--- config.mk ---
export PLATFORM = sky130hd
export DESIGN_NAME = fetch_ctrl
export DESIGN_NICKNAME = d
export VERILOG_FILES = /design/src/rtl/fetch_ctrl.sv
export SDC_FILE = /design/constraint.sdc
export NUM_CORES = 1
export LEC_CHECK = 0
export ABC_AREA = 1
export CORE_MARGIN = 4
export CORE_UTILIZATION = 35
export CTS_CLUSTER_DIAMETER = 80
export CTS_CLUSTER_SIZE = 10
export DETAILED_ROUTE_END_ITERATION = 16
export DONT_BUFFER_PORTS = 1
export GPL_ROUTABILITY_DRIVEN = 0
export HOLD_SLACK_MARGIN = 0.03
export MAX_ROUTING_LAYER = met4
export REMOVE_ABC_BUFFERS = 1
export SLEW_MARGIN = 40
export SYNTH_ARGS = -nofsm -noshare
export SYNTH_HDL_FRONTEND = slang
export SYNTH_SLANG_ARGS = --single-unit
--- constraint.sdc ---
create_clock -name clk -period 1.51 [get_ports clk]
set_input_delay 0.302 -clock clk [delete_from_list [all_inputs] [get_ports clk]]
set_output_delay 0.302 -clock clk [all_outputs]
set_load 0.005 [all_outputs]
--- src/rtl/fetch_ctrl.sv ---
// Instruction-fetch sequencer: owns the PC and runs a req/ack memory port.
// Delivers one {pc, instr} at a time to decode over a valid/ready handshake.
module fetch_ctrl #(
    parameter int                ADDR_W   = 32,
    parameter logic [ADDR_W-1:0] RESET_PC = '0,
    parameter int                CNT_W    = 16
) (
    input  logic              clk,
    input  logic              rst_n,
    input  logic              redirect_i,
    input  logic [ADDR_W-1:0] redirect_pc_i,
    output logic              imem_req_o,
    output logic [ADDR_W-1:0] imem_addr_o,
    input  logic              imem_ack_i,
    input  logic [31:0]       imem_rdata_i,
    output logic              if_valid_o,
    output logic [ADDR_W-1:0] if_pc_o,
    output logic [31:0]       if_instr_o,
    input  logic              id_ready_i,
    output logic [CNT_W-1:0]  fetch_cnt_o
);

    typedef enum logic [1:0] {IDLE, FETCH, HOLD, DROP} state_t;

    state_t            state_q, state_d;
    logic [ADDR_W-1:0] pc_q, pc_d;
    logic              req_q, req_d;
    logic [ADDR_W-1:0] addr_q, addr_d;
    logic              valid_q, valid_d;
    logic [ADDR_W-1:0] if_pc_q, if_pc_d;
    logic [31:0]       if_instr_q, if_instr_d;
    logic [CNT_W-1:0]  cnt_q, cnt_d;
    logic [ADDR_W-1:0] target;

    assign target = {redirect_pc_i[ADDR_W-1:2], 2'b00};

    always_comb begin
        state_d    = state_q;
        pc_d       = pc_q;
        addr_d     = addr_q;
        valid_d    = valid_q;
        if_pc_d    = if_pc_q;
        if_instr_d = if_instr_q;
        cnt_d      = cnt_q;
        if (redirect_i) begin
            pc_d    = target;
            valid_d = 1'b0;
            unique case (state_q)
                IDLE: begin
                    state_d = FETCH;
                    addr_d  = target;
                end
                HOLD: begin
                    state_d = FETCH;
                    addr_d  = target;
                    if (id_ready_i) cnt_d = cnt_q + CNT_W'(1);
                end
                FETCH, DROP: begin
                    // an outstanding request must complete before retargeting
                    if (imem_ack_i) begin
                        state_d = FETCH;
                        addr_d  = target;
                    end else begin
                        state_d = DROP;
                    end
                end
            endcase
        end else begin
            unique case (state_q)
                IDLE: begin
                    state_d = FETCH;
                    addr_d  = pc_q;
                end
                FETCH: begin
                    if (imem_ack_i) begin
                        if_instr_d = imem_rdata_i;
                        if_pc_d    = addr_q;
                        valid_d    = 1'b1;
                        pc_d       = pc_q + ADDR_W'(4);
                        state_d    = HOLD;
                    end
                end
                HOLD: begin
                    if (id_ready_i) begin
                        valid_d = 1'b0;
                        cnt_d   = cnt_q + CNT_W'(1);
                        state_d = FETCH;
                        addr_d  = pc_q;
                    end
                end
                DROP: begin
                    if (imem_ack_i) begin
                        state_d = FETCH;
                        addr_d  = pc_q;
                    end
                end
            endcase
        end
        req_d = (state_d == FETCH) || (state_d == DROP);
    end

    always_ff @(posedge clk or negedge rst_n) begin
        if (!rst_n) begin
            state_q    <= IDLE;
            pc_q       <= RESET_PC;
            req_q      <= 1'b0;
            addr_q     <= '0;
            valid_q    <= 1'b0;
            if_pc_q    <= '0;
            if_instr_q <= '0;
            cnt_q      <= '0;
        end else begin
            state_q    <= state_d;
            pc_q       <= pc_d;
            req_q      <= req_d;
            addr_q     <= addr_d;
            valid_q    <= valid_d;
            if_pc_q    <= if_pc_d;
            if_instr_q <= if_instr_d;
            cnt_q      <= cnt_d;
        end
    end

    assign imem_req_o  = req_q;
    assign imem_addr_o = addr_q;
    assign if_valid_o  = valid_q;
    assign if_pc_o     = if_pc_q;
    assign if_instr_o  = if_instr_q;
    assign fetch_cnt_o = cnt_q;

endmodule

# [After elaboration in Yosys (flattened, before gate mapping)]
# Cells that the tools add are included.
[op_classes] n_reduce_logical=13 muxes=20 n_eq_ne=9 bitwise=1 n_addsub=2
[op_table] cell="32-bit two-way mux" n=7
[op_table] cell="32-bit case mux with 3 select lines" n=1
[op_table] cell="32-bit case mux with 2 select lines" n=1
[op_table] cell="32-bit by 3-bit adder with 32-bit output, second input constant" n=1
[op_table] cell="16-bit by 1-bit adder with 16-bit output, second input constant" n=1
[op_table] cell="3-bit inequality test, second input constant" n=4
[op_table] cell="2-bit two-way mux" n=5
[op_table] cell="2-bit case mux with 4 select lines" n=1
[op_table] cell="2-bit == test, second input constant" n=3
[op_table] cell="3-bit AND reduction" n=2
[op_table] cell="2-bit by 1-bit == test with 1-bit output, second input constant" n=2
[op_table] cell="2-bit case mux with 2 select lines" n=1
[op_table] cell="2-bit AND reduction" n=2
[op_table] cell="4-bit AND reduction" n=1
[op_table] cell="2-bit nonzero test" n=2
[op_table] cell="4-bit nonzero test" n=1
[op_table] cell="2-bit OR reduction" n=2
[op_table] cell="1-bit two-way mux" n=3
[op_table] cell="3-bit nonzero test" n=1
[op_table] cell="2-bit zero test" n=1
[op_table] cell="1-bit case mux with 2 select lines" n=1
[op_table] cell="1-bit logical OR" n=1
[op_table] cell="1-bit NOT" n=1
[totals] word_cells=53 register_bits=148 out_inout_bits=114

# [Logic depth before layout (Yosys ltp)]
# Gate-level depths: netlist (run 1).
[logic_depth] ltp_word=6 ltp_mapped=10 mapped_depth_nobuf=10

# [Worst setup path after synthesis (run 1)]
# OpenSTA, ideal clock, no wires.
[synth_timing] kind="reg-to-reg" start="register pc_q[3]" end="register pc_q[30]" period_less_slack_ns=1.475 path_buffers=0 path_stages_with_launch=11 required_time_ns=1.393 path_slack_ns=0.035 arrival_time_ns=1.359 cell_sequence="dfrtp_1 > ha_1 > nand2_1 > nor2_4 > nand3_2 > nor2_4 > nand2_1 > nand2_1 > nand2_1 > nand2_1 > nand2_1"
[synth_between] elab_chain_cells=4
[synth_rtl] item="start, declared" line="26" source="logic [ADDR_W-1:0] pc_q, pc_d;"
[synth_rtl] item="start signal, assigned" line="114" source="pc_q <= pc_d;"
[synth_rtl] item="32-bit by 3-bit adder with 32-bit output" line="79" source="pc_d = pc_q + ADDR_W'(4);"
[synth_rtl] item="32-bit two-way mux" line="75" source="if (imem_ack_i) begin"
[synth_rtl] item="32-bit two-way mux" line="69" source="unique case (state_q)"
[synth_rtl] item="32-bit two-way mux" line="45" source="if (redirect_i) begin"
# No other way between the ends. The select of a mux whose other input is x is not followed.
# A chain may end at the register's enable or synchronous reset.

# [Worst setup path in the final report (run 1)]
[layout_timing] start="register pc_q[3]" end="register pc_q[19]"
# The elaborated chain is that of the path after synthesis.

==> summary.txt, run 1 <==
Clock network
  – Hold buffer count at cts: 32
  – H-tree depth: 4
  – CTS Buf Count: 17
  – Worst-path clk slew: 0.06 ns
  – Worst-skew pair later-pin latency: 0.42 ns
  – CTS Root Cell: clkbuf_16
  – Clock sink count: 143
  – CTS tree: done
  – Max clock buf depth: 2

Final layout
  – # diodes: 0
  – Most frequent cells in the layout: nand2_1, dfrtp_1, inv_1
  – Syn-to-layout area delta: 21.6%
  – Commonest non-fill, non-tap cell in the layout: nand2_1
  – Final core utilization: 0.432
  – Share of post-route cells with drive strength above 1: 0.133
  – Final nets: 986

Global route
  – Gr usage total: 0.172
  – Initial antenna violation count: 0
  – Grt total ovfl: 0
  – Largest net degree at the start of global routing: 144
  – Global-route wire length before repair: 29.6 mm
  – Vias in the first global route: 5629

Synthesis
  – Post-Synth XOR/XNOR Area: 0.0152
  – Ys Warns: 0
  – Simple-Gate Fraction of Synth Area: 0.293
  – Combinational family with the most area after synthesis: simple AND/OR/NAND/NOR gates
  – Post-synthesis adder-cell area fraction: 0.00362
  – Mux share of post-synthesis cell area: 0
  – Post-Syn Area per Cell: 8.07 sq um
  – Synthesized cell area: 6920 sq um
  – Synth unique cells: 33
  – Synthesis-stage register bit count: 143
  – Compound-Gate Fraction of Synth Area: 0.0844
  – Register area share after synthesis: 0.517
  – Gate Count Post-Synth: 857

Critical path
  – Crit. End Element: register
  – CP top delay family: simple AND/OR/NAND/NOR gates
  – CP Launch Type: register
  – Worst path bufs/invs: 2
  – Ordered cell list for the critical path: buf_4 -> nand2_4 -> nor2_4 -> nand2_4 -> nor2_4 -> buf_12 -> nand4_1 -> nand3_1 -> nand2_1
  – Crit-path slowest cell: dfrtp_1
  – Worst r2r src: pc_q[3]
  – CP Launch Point: pc_q[3]
  – Max stage delay on crit path: 0.37 ns
  – Critical path type: register to register
  – Critical path fanouts, max: 12
  – Critical Path RT: 1.81 ns
  – Crit path DAT: 1.75 ns

Floorplanning
  – Die height: 149 microns
  – IO Pins: 183
  – Die area: 22100 sq um
  – Starting Density: 0.356
  – Total core area: 19500 sq um
  – Die Wd: 149 microns
  – Cell Rows: 51

Timing
  – Final-report hold violation count: 143
  – Max-slew violation count: 0
  – Period minus WS final: 1.45 ns
  – Final setup violation count: 0
  – Period utilization: 0.961
  – Hold Slack: -0.420 ns
  – Setup TNS: 0 ns
  – Clock Skews: 0.00812 ns
  – Tightest Pin Transition: 0.355 ns
  – Maximum clock rate: 0.689 GHz
  – RSZ-0062 raised after global routing: yes
  – Slew headroom: 0.761

Run status
  – Failing checks: negative hold slack
  – Outcome: finished, violations left

Placed design
  – DP HPWL: 12.6 mm
  – Port Buffer Count: 0

Drt
  – WL final: 18.9 mm
  – Vias per inst: 4.72
  – DRC violations left: 0
  – Routed Antenna Nets: 0
  – DR pass1 iterations: 4
  – Routed wire per std cell: 15.8 microns
  – 1st-iter DRT viols: 351
  – Vias: 5625

Min path
  – Worst min-delay path category: primary input to async pin

Power and ir drop
  – Overall Power: 11.9 mW
  – Worst vdd rail ir drop: 0.780 mV
  – Total leakage power: 4.16 nW
  – Power per Cell Area: 1420 nW/um^2

Flow run
  – # Max-Cap Violations: 0
## power by group
part           switching [mW]  total (mW)  internal, mW
Combinational            1.08        1.84         0.762
Clock                    1.70        4.64          2.94
Sequential              0.775        5.45          4.67
Total                    3.56        11.9          8.37
## worst reg2reg max path, stage by stage (launching register included)
cell and delay [ns]:
dfrtp_1 0.37, buf_4 0.15, nand2_4 0.06, nor2_4 0.16, nand2_4 0.08, nor2_4 0.13, buf_12 0.14, nand4_1 0.09
nand3_1 0.10, nand2_1 0.06
## worst paths after layout
| path | to | slack (ns) | cells after the start |
|---|---|---|---|
| max | pc_q[19] | 0.06 | 9 |
| min | imem_addr_o[8] | -0.42 | 0 |
| max reg2reg | pc_q[19] | 0.06 | 9 |
| min reg2reg | if_instr_o[19] | 0.51 | 2 |
| max in group asynchronous | if_instr_o[28] | 1.73 | 0 |
| min in group clk | pc_q[3] | 0.07 | 2 |
## per-layer routing
layer / GRT usage / share of wire / up-vias
met5: - / 0 / -
met2: 0.270 / 0.46 / 165
met4: 0.0443 / 0.010 / 0
met1: 0.226 / 0.47 / 2617
li1: - / - / 2827
met3: 0.0414 / 0.061 / 16
## cell families after synthesis
family | after synthesis
AO/OA/AOI/OAI | 112
XOR/XNOR | 12
adder cells (fa/ha/maj) | 2
buffers and inverters | 113
flip-flops | 143
AND/OR/NAND/NOR | 475
## layout make-up
type / instances / area [sq um]
Clock buffer: 18 / 429
Clock inverter: 14 / 216
Fill cell: 1922 / 11000
Inverter: 79 / 302
Multi-Input combinational cell: 601 / 2820
Sequential cell: 143 / 3580
Tap cell: 265 / 332
Timing Repair Buffer: 73 / 742
## synthesized netlist by cell type
cell type	count	share of area
nand3_2	2	0.0029
nor2_2	8	0.0072
a21oi_1	12	0.0087
o21ai_0	50	0.036
inv_4	1	0.00090
nand4_1	7	0.0063
a22oi_1	1	0.0011
nor3_2	2	0.0029
o22ai_1	3	0.0027
ha_1	2	0.0036
o211ai_1	4	0.0043
nand2_4	3	0.0049
nor3_1	9	0.0065
nor2_4	6	0.0098
nor2_8	1	0.0029
buf_6	17	0.028
clkbuf_1	1	0.00054
clkbuf_8	1	0.0020
xor2_1	10	0.013
dfrtp_1	143	0.52
nand2_1	351	0.19
inv_2	7	0.0038
buf_2	10	0.0072
nand3_4	1	0.0025
nand4_2	1	0.0018
o221ai_1	2	0.0025
o21ai_1	40	0.029
nand3_1	42	0.030
buf_4	5	0.0054
nor2_1	36	0.020
xnor2_1	2	0.0025
nand2_2	6	0.0054
inv_1	71	0.039
## per-stage QoR
step                instance area, sq um  instances  setup slack (ns)  hold WS, ns
finish                              8420       1193            0.0588       -0.420
global route                        8420       1193           -0.0443       -0.453
CTS                                 8250       1187           0.00993       -0.446
detailed placement                  7280       1123            0.0243       0.0114
global placement                    7280       1123            0.0395       0.0112
floorplan                           6620        823            -0.736      0.00641
## registers in the layout, summed over array words and instances, names as in the netlist
register     cells
state_q          2
if_instr_o      32
if_pc_o         31
imem_addr_o     31
if_valid_o       1
fetch_cnt_o     16
pc_q            30
## timing repair
action,in CTS,in global routing
gates resized for setup,0,27
setup endpoints to repair,0,87
hold endpoints to repair,175,143
buffers inserted,0,4
Power figures use the tool's default switching activity.
==> inputs of run 2 (changes only) <==
--- a/config.mk
+++ b/config.mk
@@ -15,6 +15,7 @@
 export GPL_ROUTABILITY_DRIVEN = 0
 export HOLD_SLACK_MARGIN = 0.03
 export MAX_ROUTING_LAYER = met4
+export PLACE_DENSITY = 0.55
 export REMOVE_ABC_BUFFERS = 1
 export SLEW_MARGIN = 40
 export SYNTH_ARGS = -nofsm -noshare
==> run 2 against run 1 <==
The flow still finishes with violations (negative hold slack). Setup slack worse by 0.040 ns. Core utilization is 1.9 points higher. Worst hold slack worse by 0.0014 ns. Register-to-register slack lost 0.04 ns. Critical path type unchanged. Largest cell class unchanged.
==> summary.txt, run 2 (synthesized netlist as in run 1, its figures left out) <==
Run status
  – Outcome: finished, violations left
  – Failing checks: negative hold slack

Min path
  – Worst min-delay path category: primary input to async pin

Timing
  – Max-slew violation count: 0
  – Final-report hold violation count: 143
  – Period utilization: 0.987
  – RSZ-0062 raised after global routing: yes
  – Maximum clock rate: 0.671 GHz
  – Final setup violation count: 0
  – Hold Slack: -0.422 ns
  – Period minus WS final: 1.49 ns
  – Clock Skews: 0.00790 ns
  – Tightest Pin Transition: 0.487 ns
  – Slew headroom: 0.672

Clock network
  – Worst-skew pair later-pin latency: 0.42 ns
  – Hold buffer count at cts: 32
  – CTS tree: done
  – Max clock buf depth: 2
  – Worst-path clk slew: 0.07 ns
  – CTS Buf Count: 17
  – H-tree depth: 4
  – CTS Root Cell: clkbuf_16
  – Clock sink count: 143

Final layout
  – Fillers: 1910
  – Max reg flops: 32
  – Share of post-route cells with drive strength above 1: 0.176
  – Final nets: 1000
  – Final Non-Filler Cells: 1208
  – Most frequent cells in the layout: nand2_1, dfrtp_1, inv_1
  – Commonest non-fill, non-tap cell in the layout: nand2_1
  – Syn-to-layout area delta: 27.1%

Global route
  – Grt total ovfl: 0
  – Gr usage total: 0.174
  – Largest net degree at the start of global routing: 144
  – Global-route wire length before repair: 29.9 mm
  – Initial antenna violation count: 0
  – Vias in the first global route: 5639

Critical path
  – CP endpoint: pc_q[6]
  – Max stage delay on crit path: 0.40 ns
  – Worst reg2reg setup slack: 0.02 ns
  – Worst R2R Path Depth: 9
  – Worst r2r src: state_q[0]
  – Crit. End Element: register
  – Critical path type: register to register
  – Ordered cell list for the critical path: inv_2 -> nor2_2 -> nand2_2 -> clkinv_4 -> nor2_4 -> inv_4 -> buf_12 -> o211ai_1 -> o21ai_1
  – CP Launch Type: register
  – Crit-path slowest cell: dfrtp_1
  – Critical path fanouts, max: 9
  – Worst r2r dst: pc_q[6]
  – Critical Path RT: 1.81 ns
  – CP Launch Point: state_q[0]
  – Crit path DAT: 1.79 ns

Floorplanning
  – Die area: 22100 sq um
  – IO Pins: 183
  – Die height: 149 microns
  – Cell Rows: 51
  – Starting Density: 0.356
  – Die Wd: 149 microns
  – Total core area: 19500 sq um

Drt
  – DRC violations left: 0
  – WL final: 19.4 mm
  – Vias per inst: 4.71
  – Routed wire per std cell: 16.1 microns
  – 1st-iter DRT viols: 308
  – DR pass1 iterations: 5
  – Routed Antenna Nets: 0
  – Vias: 5689

Placed design
  – DP HPWL: 12.4 mm
  – Port Buffer Count: 0
  – Post-Place Cells: 1122

Flow run
  – # Max-Cap Violations: 0

Power and ir drop
  – Clk pwr share: 0.406
  – Switching Fraction: 0.289
  – Seq pwr share: 0.430
  – Worst vdd rail ir drop: 0.793 mV
  – Overall Power: 12.7 mW
  – Logic pwr share: 0.165
  – Int Pwr: 9.01 mW
  – Net switching power: 3.66 mW
  – Total leakage power: 4.36 nW
  – Power per Cell Area: 1440 nW/um^2
run 2: changes by cell type in the layout (fill, tap and decap cells not counted), moves of 5 or more:
cell / change
o21ai_0: -10
buf_4: +7
nand2_4: +5
o21ai_2: +11
nand2_2: +16
nand2_1: -21
run 2: how the worst min path moves through the flow:
stage	start	to	depth (start not counted)	slack, ns
detailed placement	rst_n	if_pc_o[8]	0	0.01
global route	rst_n	imem_addr_o[7]	0	-0.45
global placement	rst_n	if_pc_o[8]	0	0.01
CTS	rst_n	if_pc_o[8]	0	-0.45
finish	rst_n	imem_addr_o[7]	0	-0.42
floorplan	rst_n	fetch_cnt_o[0]	0	0.006
run 2: through the flow:
| step | hold slack (ns) | setup TNS [ns] | area [sq um] | utilization | worst slack [ns] |
|---|---|---|---|---|---|
| 3_3_place_gp | 0.0133 | 0 | 7290 | 0.375 | 0.0425 |
| 2_1_floorplan | 0.00641 | -40.31 | 6620 | - | -0.736 |
| 5_1_grt | -0.451 | -2.00 | 8790 | 0.452 | -0.0892 |
| 3_5_place_dp | 0.0136 | 0 | 7290 | 0.375 | 0.0324 |
| 4_1_cts | -0.445 | 0 | 8320 | 0.428 | 0.0163 |
| 6_report | -0.422 | 0 | 8800 | 0.452 | 0.0190 |
run 2: cell type report:
type	count	area (sq um)	share of cell area
sequential	143	3580	0.407
multi-input combinational	601	2930	0.333
timing repair buffer	87	932	0.106
clock buffer	18	429	0.0488
tap	265	332	0.0377
inverter	79	309	0.0351
clock inverter	14	285	0.0324
antenna	1	2.50	0.000284
run 2: metal layers:
layer / global-route usage / routed length [microns]
met5: - / 0
met4: 0.0443 / 267
met1: 0.230 / 9020
met2: 0.264 / 8800
met3: 0.0497 / 1350
run 2: power groups by stage:
stage | logic [mW] | clock network, mW | registers, mW
after detailed placement | 1.72 | 0 | 5.52
final | 2.09 | 5.14 | 5.45
after CTS | 1.79 | 5.30 | 5.46
after global routing | 2.40 | 5.45 | 5.56
after floorplan | 1.18 | 0 | 5.31
after global placement | 1.68 | 0 | 5.51
run 2: critical path: cells and delay by family (launching register included):
| kind | cells | cell delay [ns] |
|---|---|---|
| buffers and inverters | 4 | 0.44 |
| AOI/OAI and AO/OA | 2 | 0.17 |
| and+or+nand+nor | 3 | 0.36 |
| DFF | 1 | 0.40 |
run 2: what timing repair did:
| action | in CTS | in global routing |
|---|---|---|
| hold endpoints to repair | 175 | 143 |
| endpoints found under the setup margin | 0 | 113 |
| gates resized for setup | 0 | 78 |
| buffers inserted | 0 | 15 |
==> inputs of run 3 (changes only) <==
--- a/config.mk
+++ b/config.mk
@@ -6,6 +6,7 @@
 export NUM_CORES = 1
 export LEC_CHECK = 0
 export ABC_AREA = 1
+export CAP_MARGIN = 5
 export CORE_MARGIN = 4
 export CORE_UTILIZATION = 35
 export CTS_CLUSTER_DIAMETER = 80
@@ -15,7 +16,7 @@
 export GPL_ROUTABILITY_DRIVEN = 0
 export HOLD_SLACK_MARGIN = 0.03
 export MAX_ROUTING_LAYER = met4
-export PLACE_DENSITY = 0.55
+export PLACE_DENSITY = 0.53
 export REMOVE_ABC_BUFFERS = 1
 export SLEW_MARGIN = 40
 export SYNTH_ARGS = -nofsm -noshare
==> constraint.sdc (replaced) <==
create_clock -name clk -period 1.7 [get_ports clk]
set_input_delay 0.34 -clock clk [delete_from_list [all_inputs] [get_ports clk]]
set_output_delay 0.34 -clock clk [all_outputs]
set_load 0.005 [all_outputs]
==> run 3 against run 2 <==
The flow still finishes with violations (negative hold slack). Via count shrank 3.1%. Clock skew increased by 0.0048 ns. Global-route usage is 0.15 points lower. Largest power group unchanged. Cell area fell by 8.1%.
==> summary.txt, run 3 (synthesized netlist as in run 1, its figures left out) <==
Drt
  – DR pass1 iterations: 5
  – DRC violations left: 0
  – Routed wire per std cell: 15.4 microns
  – Vias per inst: 4.71
  – Vias: 5511
  – WL final: 18.1 mm
  – Routed Antenna Nets: 0
  – 1st-iter DRT viols: 272

Global route
  – Initial antenna violation count: 1
  – Largest net degree at the start of global routing: 144
  – Gr usage total: 0.172
  – Vias in the first global route: 5432
  – Grt total ovfl: 0
  – Global-route wire length before repair: 29.3 mm

Floorplanning
  – Total core area: 19500 sq um
  – Cell Rows: 51
  – Die height: 149 microns
  – Die Wd: 149 microns
  – Die area: 22100 sq um
  – IO Pins: 183
  – Starting Density: 0.356

Power and ir drop
  – Clk pwr share: 0.394
  – Worst vdd rail ir drop: 0.621 mV
  – Switching Fraction: 0.296
  – Total leakage power: 4.01 nW
  – Net switching power: 3.08 mW
  – Seq pwr share: 0.466
  – Logic pwr share: 0.140
  – Power per Cell Area: 1280 nW/um^2
  – Int Pwr: 7.31 mW

Critical path
  – Critical Path RT: 1.99 ns
  – CP Launch Point: state_q[0]
  – Ordered cell list for the critical path: inv_2 -> nor2_2 -> nand2_2 -> inv_4 -> nand2_4 -> clkinv_2 -> buf_4 -> nand2_1 -> o211ai_1
  – Critical path type: register to register
  – CP Launch Type: register
  – Crit-path slowest cell: dfrtp_1
  – Critical path fanouts, max: 15
  – Crit. End Element: register
  – Worst r2r dst: pc_q[3]
  – Worst r2r src: state_q[0]
  – Worst reg2reg setup slack: 0.17 ns
  – Max stage delay on crit path: 0.41 ns
  – Crit path DAT: 1.83 ns
  – Worst R2R Path Depth: 9

Placed design
  – Dpl ws: -0.0477 ns
  – Port Buffer Count: 0
  – Post-Place Cells: 1111
  – DP HPWL: 12.3 mm

Clock network
  – Hold buffer count at cts: 27
  – Worst-skew pair later-pin latency: 0.42 ns
  – CTS tree: done
  – Clock sink count: 143
  – CTS Buf Count: 17
  – Max clock buf depth: 2
  – CTS Root Cell: clkbuf_16
  – H-tree depth: 4
  – Worst-path clk slew: 0.06 ns

Timing
  – RSZ-0062 raised after global routing: no
  – Slew headroom: 0.697
  – Max-slew violation count: 0
  – Final-report hold violation count: 143
  – Final setup violation count: 0
  – Worst setup margin: 0.169 ns
  – Tightest Pin Transition: 0.455 ns
  – Clock Skews: 0.0127 ns
  – Period utilization: 0.901
  – Period minus WS final: 1.53 ns
  – Maximum clock rate: 0.653 GHz
  – Hold Slack: -0.376 ns
  – Setup TNS: 0 ns

Final layout
  – Most frequent cells in the layout: nand2_1, dfrtp_1, inv_1
  – Syn-to-layout area delta: 16.9%
  – Fillers: 1991
  – Register area: 3580 sq um
  – Final nets: 963
  – Max reg flops: 32
  – Share of post-route cells with drive strength above 1: 0.103
  – Commonest non-fill, non-tap cell in the layout: nand2_1
  – Final Non-Filler Cells: 1171
  – Multi-input logic area: 2750 sq um
  – Final core utilization: 0.415

Run status
  – Outcome: finished, violations left
  – Failing checks: negative hold slack

Min path
  – Worst min-delay path category: primary input to async pin

Flow run
  – # Max-Cap Violations: 0
run 3: cell count changes in the layout (fill, tap and decap cells not counted), moves of 6 or more:
| cell | before | now |
|---|---|---|
| nand2_1 | 327 | 351 |
| buf_4 | 39 | 21 |
| buf_12 | 8 | 2 |
| o21ai_2 | 12 | 0 |
| nand2_2 | 24 | 5 |
| o21ai_0 | 34 | 50 |
run 3: through the flow:
stage	power (mW)	cell area, sq um
6_report	10.4	8090
5_1_grt	11.0	8090
3_3_place_gp	6.30	7160
2_1_floorplan	5.77	6620
3_5_place_dp	6.33	7160
4_1_cts	10.6	8080
run 3: power groups by stage:
| stage | clock network, mW | logic (mW) | registers [mW] |
|---|---|---|---|
| after global placement | 0 | 1.39 | 4.91 |
| after CTS | 4.21 | 1.49 | 4.86 |
| final | 4.09 | 1.46 | 4.84 |
| after global routing | 4.33 | 1.75 | 4.95 |
| after floorplan | 0 | 1.05 | 4.71 |
| after detailed placement | 0 | 1.43 | 4.91 |
run 3: routing by layer:
layer  GRT usage  share of wire  vias up
met5           -              0        -
met2       0.252           0.44      170
li1            -              -     2783
met3      0.0439          0.068       23
met4      0.0610          0.023        0
met1       0.233           0.47     2535
run 3: area by class of cell:
type / count / area share
sequential: 143 / 0.443
multi-input combinational: 601 / 0.340
timing repair buffer: 50 / 0.0579
clock buffer: 20 / 0.0577
tap: 265 / 0.0410
inverter: 79 / 0.0378
clock inverter: 12 / 0.0226
antenna: 1 / 0.000310
run 3: repair_timing:
action,CTS,global route
gates resized for setup,2,1
setup endpoints to repair,20,3
endpoints found under the hold margin,170,143
buffers inserted,0,0
run 3: worst max-delay path: cells and delay by family (launching register included):
family / cells / cell delay, ns
AND/OR/NAND/NOR: 4 / 0.30
buffers and inverters: 4 / 0.63
flip-flops: 1 / 0.41
AO/OA/AOI/OAI: 1 / 0.07
run 3: how the worst max path moves through the flow:
stage / endpoint / depth (start not counted)
global route: pc_q[22] / 8
finish: pc_q[3] / 9
global placement: pc_q[5] / 8
detailed placement: imem_addr_o[6] / 8
floorplan: pc_q[3] / 8
CTS: if_pc_o[17] / 9
